`src/rtl/add_seq_pkg.sv`:
```
// add_seq_pkg
//   Shared definitions for the sequential wide adder: the slice width, the
//   controller state encoding and a helper that turns an operand width into
//   the number of 4-bit slices pushed through the slice adder.
package add_seq_pkg;

  localparam int SLICE_W = 4;

  typedef enum logic [1:0] {
    IDLE = 2'd0,
    RUN  = 2'd1,
    DONE = 2'd2
  } state_t;

  // Number of slices needed to cover an operand of the given width.
  function automatic int nslice(input int width);
    return width / SLICE_W;
  endfunction

endpackage

```
`src/rtl/add_slice4.sv`:
```
// add_slice4
//   Combinational 4-bit ripple-carry adder slice. This is the only
//   arithmetic in the sequential wide adder.
//   Ports:
//     A, B  : 4-bit addends
//     Cin   : carry into bit 0
//     Sum   : 4-bit sum
//     Cout  : carry out of bit 3
module add_slice4
  import add_seq_pkg::*;
(
  input  logic [SLICE_W-1:0] A,
  input  logic [SLICE_W-1:0] B,
  input  logic               Cin,
  output logic [SLICE_W-1:0] Sum,
  output logic               Cout
);

  logic [SLICE_W:0] carry;

  // Classic full-adder chain; carry[i] is the carry into bit i.
  always_comb begin
    carry    = '0;
    Sum      = '0;
    carry[0] = Cin;
    for (int i = 0; i < SLICE_W; i++) begin
      Sum[i]       = A[i] ^ B[i] ^ carry[i];
      carry[i + 1] = (A[i] & B[i]) | (carry[i] & (A[i] ^ B[i]));
    end
    Cout = carry[SLICE_W];
  end

endmodule

```
`src/rtl/add_seq_wide.sv`:
```
// add_seq_wide
//   Multi-cycle WIDTH-bit adder. Operands are accepted over a valid/ready
//   handshake, pushed one 4-bit slice per clock through add_slice4 (least
//   significant slice first, carry chained through a register), and the
//   result is presented over a second valid/ready handshake.
//   Parameters:
//     WIDTH      : operand/result width, multiple of 4, minimum 4
//   Ports:
//     clk, rst_n : rising-edge clock, asynchronous active-low reset
//     in_valid   : A/B/Cin valid          in_ready  : accepting (IDLE only)
//     A, B, Cin  : addends and carry-in
//     out_valid  : Sum/Cout valid         out_ready : consumer takes result
//     Sum, Cout  : A+B+Cin and final carry
//     busy       : transaction in flight (RUN or DONE)
//     Ovf        : signed overflow, only when ADD_SEQ_OVF_EN is defined
//   Build option: define ADD_SEQ_OVF_EN to add the Ovf output and register.
module add_seq_wide
  import add_seq_pkg::*;
#(
  parameter int WIDTH = 16
) (
  input  logic             clk,
  input  logic             rst_n,
  input  logic             in_valid,
  output logic             in_ready,
  input  logic [WIDTH-1:0] A,
  input  logic [WIDTH-1:0] B,
  input  logic             Cin,
  output logic             out_valid,
  input  logic             out_ready,
  output logic [WIDTH-1:0] Sum,
  output logic             Cout,
  output logic             busy
`ifdef ADD_SEQ_OVF_EN
  ,
  output logic             Ovf
`endif
);

  localparam int NSLICE = nslice(WIDTH);
  localparam int IDX_W  = (NSLICE > 1) ? $clog2(NSLICE) : 1;
  localparam logic [IDX_W-1:0] LAST_IDX = IDX_W'(NSLICE - 1);

  state_t             state;
  logic [WIDTH-1:0]   a_reg;
  logic [WIDTH-1:0]   b_reg;
  logic [WIDTH-1:0]   sum_reg;
  logic               carry;
  logic [IDX_W-1:0]   idx;

  logic [SLICE_W-1:0] slice_a;
  logic [SLICE_W-1:0] slice_b;
  logic [SLICE_W-1:0] slice_sum;
  logic               slice_cout;

  // Pick the current slice of the latched operands for the slice adder.
  always_comb begin
    slice_a = a_reg[int'(idx) * SLICE_W +: SLICE_W];
    slice_b = b_reg[int'(idx) * SLICE_W +: SLICE_W];
  end

  add_slice4 u_slice (
    .A   (slice_a),
    .B   (slice_b),
    .Cin (carry),
    .Sum (slice_sum),
    .Cout(slice_cout)
  );

  // Controller and datapath registers. Handshake outputs are registered
  // alongside the state so they change only on clock edges (or reset).
  always_ff @(posedge clk or negedge rst_n) begin
    if (!rst_n) begin
      state     <= IDLE;
      a_reg     <= '0;
      b_reg     <= '0;
      sum_reg   <= '0;
      carry     <= 1'b0;
      idx       <= '0;
      in_ready  <= 1'b1;
      out_valid <= 1'b0;
      busy      <= 1'b0;
`ifdef ADD_SEQ_OVF_EN
      Ovf       <= 1'b0;
`endif
    end else begin
      case (state)
        IDLE: begin
          if (in_valid) begin
            a_reg    <= A;
            b_reg    <= B;
            carry    <= Cin;
            idx      <= '0;
            sum_reg  <= '0;
            in_ready <= 1'b0;
            busy     <= 1'b1;
            state    <= RUN;
`ifdef ADD_SEQ_OVF_EN
            Ovf      <= 1'b0;
`endif
          end
        end
        RUN: begin
          sum_reg[int'(idx) * SLICE_W +: SLICE_W] <= slice_sum;
          carry <= slice_cout;
          idx   <= idx + IDX_W'(1);
          if (idx == LAST_IDX) begin
            out_valid <= 1'b1;
            state     <= DONE;
`ifdef ADD_SEQ_OVF_EN
            // Same-sign addends producing an opposite-sign result; this is
            // equivalent to carry-into-MSB XOR carry-out of the top slice.
            Ovf <= (slice_a[SLICE_W-1] ~^ slice_b[SLICE_W-1]) &
                   (slice_a[SLICE_W-1] ^ slice_sum[SLICE_W-1]);
`endif
          end
        end
        DONE: begin
          if (out_ready) begin
            out_valid <= 1'b0;
            busy      <= 1'b0;
            in_ready  <= 1'b1;
            state     <= IDLE;
          end
        end
        default: begin
          state <= IDLE;
        end
      endcase
    end
  end

  assign Sum  = sum_reg;
  // The carry register holds the final carry once the last slice is done.
  assign Cout = carry;

endmodule

```
`config.mk`:
```
export PLATFORM = sky130hd
export DESIGN_NAME = add_seq_wide
export DESIGN_NICKNAME = d
export VERILOG_FILES = /design/src/rtl/add_seq_pkg.sv /design/src/rtl/add_slice4.sv /design/src/rtl/add_seq_wide.sv
export SDC_FILE = /design/constraint.sdc
export NUM_CORES = 1
export LEC_CHECK = 0
export CAP_MARGIN = 20
export CORE_MARGIN = 2
export CORE_UTILIZATION = 35
export CTS_BUF_LIST = sky130_fd_sc_hd__clkbuf_8 sky130_fd_sc_hd__clkbuf_16
export DETAILED_ROUTE_END_ITERATION = 10
export SYNTH_ARGS = -nofsm -noshare
export SYNTH_HDL_FRONTEND = slang
export SYNTH_SLANG_ARGS = --single-unit
```
`constraint.sdc`:
```
create_clock -name clk -period 2.6 [get_ports clk]
set_input_delay 0.26 -clock clk [delete_from_list [all_inputs] [get_ports clk]]
set_output_delay 0.26 -clock clk [all_outputs]
set_load 0.005 [all_outputs]
```
==> flow_summary.yaml <==
yosys:
  synth.area.top_cells: "dfrtp_1, mux2_1, mux4_2"
  synth_cell_types: 32
  syn_area_per_cell_um2: 14.3
  yosysMostFrequentCell: "dfrtp_1"
  synth_area_leader_cell: "dfrtp_1"
  synth_top_area_share_pct: 53.0
  ys_seq_elements: 56
  syn-cell-area_um2: 2600
  ys_warn_count: 0
  async_reset_ff_share_pct: 100
  synth-seq-area-share_pct: 54.0
  synth_flop_cell: "dfrtp_1"
  synthTopCellsByCount: "dfrtp_1, mux2_1, inv_1, a22o_1"
  syn-num-nets: 227
  synth_edf_count: 0
  syn_inst: 182
timing:
  fmax_mhz: 381
  rsz0062_at_grt: "yes"
  setup_viol: 4
  fin_skew_ns: 0.00859
  fin_crit_sh_pct: 101
  worst_slack_ns: -0.0247
  max_slew_margin_pct: 42.4
  period_needed_ns: 2.62
  worst_pin_slew_ns: 0.865
  drv_slew: 0
  timing.final.hold_violations: 0
worst_setup_path:
  ff2ff_setup_slack_ns: -0.02
  cp.arrival_ns: 2.83
  timing.rr.end: "Sum[7]"
  r2r_cells: 10
  cp-start-kind: "flip-flop"
  cp_max_fo: 4
  worstSetupPathType: "reg -> reg"
  worst_setup_path_end_kind: "flip-flop"
  timing.rr.start: "idx[0]"
  required_ns: 2.80
flow_run:
  max_cap_violations: 0
worst_hold_path:
  hp-class: "in -> async"
power:
  vdd_ir_drop_max_mv: 0.651
  leakage_nw: 1.44
  power.density_nw_per_um2: 1280
  total_power_mw: 4.36
route:
  drt-total-wl_mm: 5.35
  antenna_left: 0
  viasPerCell: 4.82
  wire_per_inst_um: 15.4
  drtIter0Drc: 53
  dr.pass1.iters: 4
  num_vias: 1668
  drc_errors: 0
grt:
  grt_pass1_wl_mm: 9.17
  grt_max_degree: 39
  grt_pass1_vias: 1787
  grt_use_total_pct: 14.2
  antenna_found_initial: 0
  grt-ovfl-total: 0
cts:
  cts_hold_buf: 0
  cts_tree: "built"
  cts.sinks: 56
  htree_num_levels: 2
  clkTransAtPathRegs_ns: 0.10
  clkLatencyLatePin_ns: 0.31
  cts_buffers: 5
  clockRootBuffer: "clkbuf_8"
  cts_buffer_depth: 2
cells_and_area:
  nFillCells: 669
  area_growth_pct: 30.7
  drive_gt1_share_pct: 16.6
  stdcell_area_um2: 3390
  fin_nets: 291
  stdcell_count: 346
  insertedDiodeCount: 0
  final_util_pct: 47.1
placement:
  post-dp-hpwl_mm: 3.92
  placement.io_buffers: 56
  place_ws_ns: -0.0837
  placed_area_um2: 3270
  gp_congestion: 0.782
  placed_cells: 337
run_status:
  status: "finished, violations left"
  violations: "negative setup slack"
die:
  io_pins: 57
  core_area_um2: 7210
  initial_core_util_pct: 36.0
  die_h_um: 90.1
  num_rows: 31
  die-area_um2: 8130
  dieWidth_um: 90.1
final cells by class:
class | count | area (um^2) | area share, %
multi-input combinational | 108 | 1100 | 32.5
inverter | 11 | 41.3 | 1.22
sequential | 56 | 1400 | 41.4
tap | 99 | 124 | 3.65
clock buffer | 5 | 68.8 | 2.03
timing repair buffer | 64 | 616 | 18.1
clock inverter | 3 | 38.8 | 1.14
cell families after synthesis:
kind of cell,share of synthesized area (%)
and+or+nand+nor,6.89
muxes,20.8
adders and majority gates,5.01
buffers and inverters,4.14
DFF,54.0
AOI/OAI and AO/OA,9.15
cell usage in the layout, fill, tap and decap left out, drive strengths merged, types with 2 or more instances in the layout:
master and n:
o21ai 3, fa 4, nor2 8, mux2 32
and3 2, o2bb2ai 8, dfrtp 55, clkbuf 5
clkdlybuf4s50 55, nor2b 2, nand2 7, nand3 2
ha 4, inv 12, nand2b 2, a22o 10
a21oi 4, buf 9, a21o 4, mux4 8
where the power goes:
group	internal (mW)	switching (mW)	leakage, nW
combinational	1.20	1.09	0.694
clock	0.283	0.279	0.0593
sequential	1.26	0.251	0.686
metal layers:
layer,share of wire [%],vias up,global-route usage [%]
li1,-,786,-
met1,47,833,19.4
met2,47,45,22.7
met3,4.9,4,3.60
met4,0.77,0,3.59
met5,0,-,0
critical path, cell delays in order, from the launching register on:
cell	delay [ns]
dfrtp_2	0.45
mux4_2	0.35
inv_2	0.04
fa_2	0.34
inv_2	0.06
fa_2	0.18
inv_2	0.04
fa_2	0.32
inv_2	0.06
fa_2	0.47
a22o_1	0.21
stage by stage:
step,TNS (ns),hold WS [ns]
2_1_floorplan,-0.558,-0.0356
3_5_place_dp,-0.348,0.421
3_3_place_gp,-0.171,0.426
5_1_grt,-0.469,0.122
6_report,-0.0459,0.0549
4_1_cts,-0.215,0.0852
timing repair:
item                                   CTS  global route
gates cloned                             0             0
pin swaps                                6             2
endpoints found under the hold margin    0             0
buffers inserted                         0             1
setup endpoints to repair                5             5
gates resized for setup                  5             0
how the worst max path moves through the flow:
stage          endpoint   start  depth (start not counted)
3_3_place_gp     Sum[7]  idx[0]                         10
2_1_floorplan   Sum[11]  idx[0]                         11
3_5_place_dp    Sum[11]  idx[0]                         10
6_report         Sum[7]  idx[0]                         10
4_1_cts         Sum[11]  idx[0]                         10
5_1_grt          Sum[7]  idx[0]                         10
(Power assumes the default switching activity.)
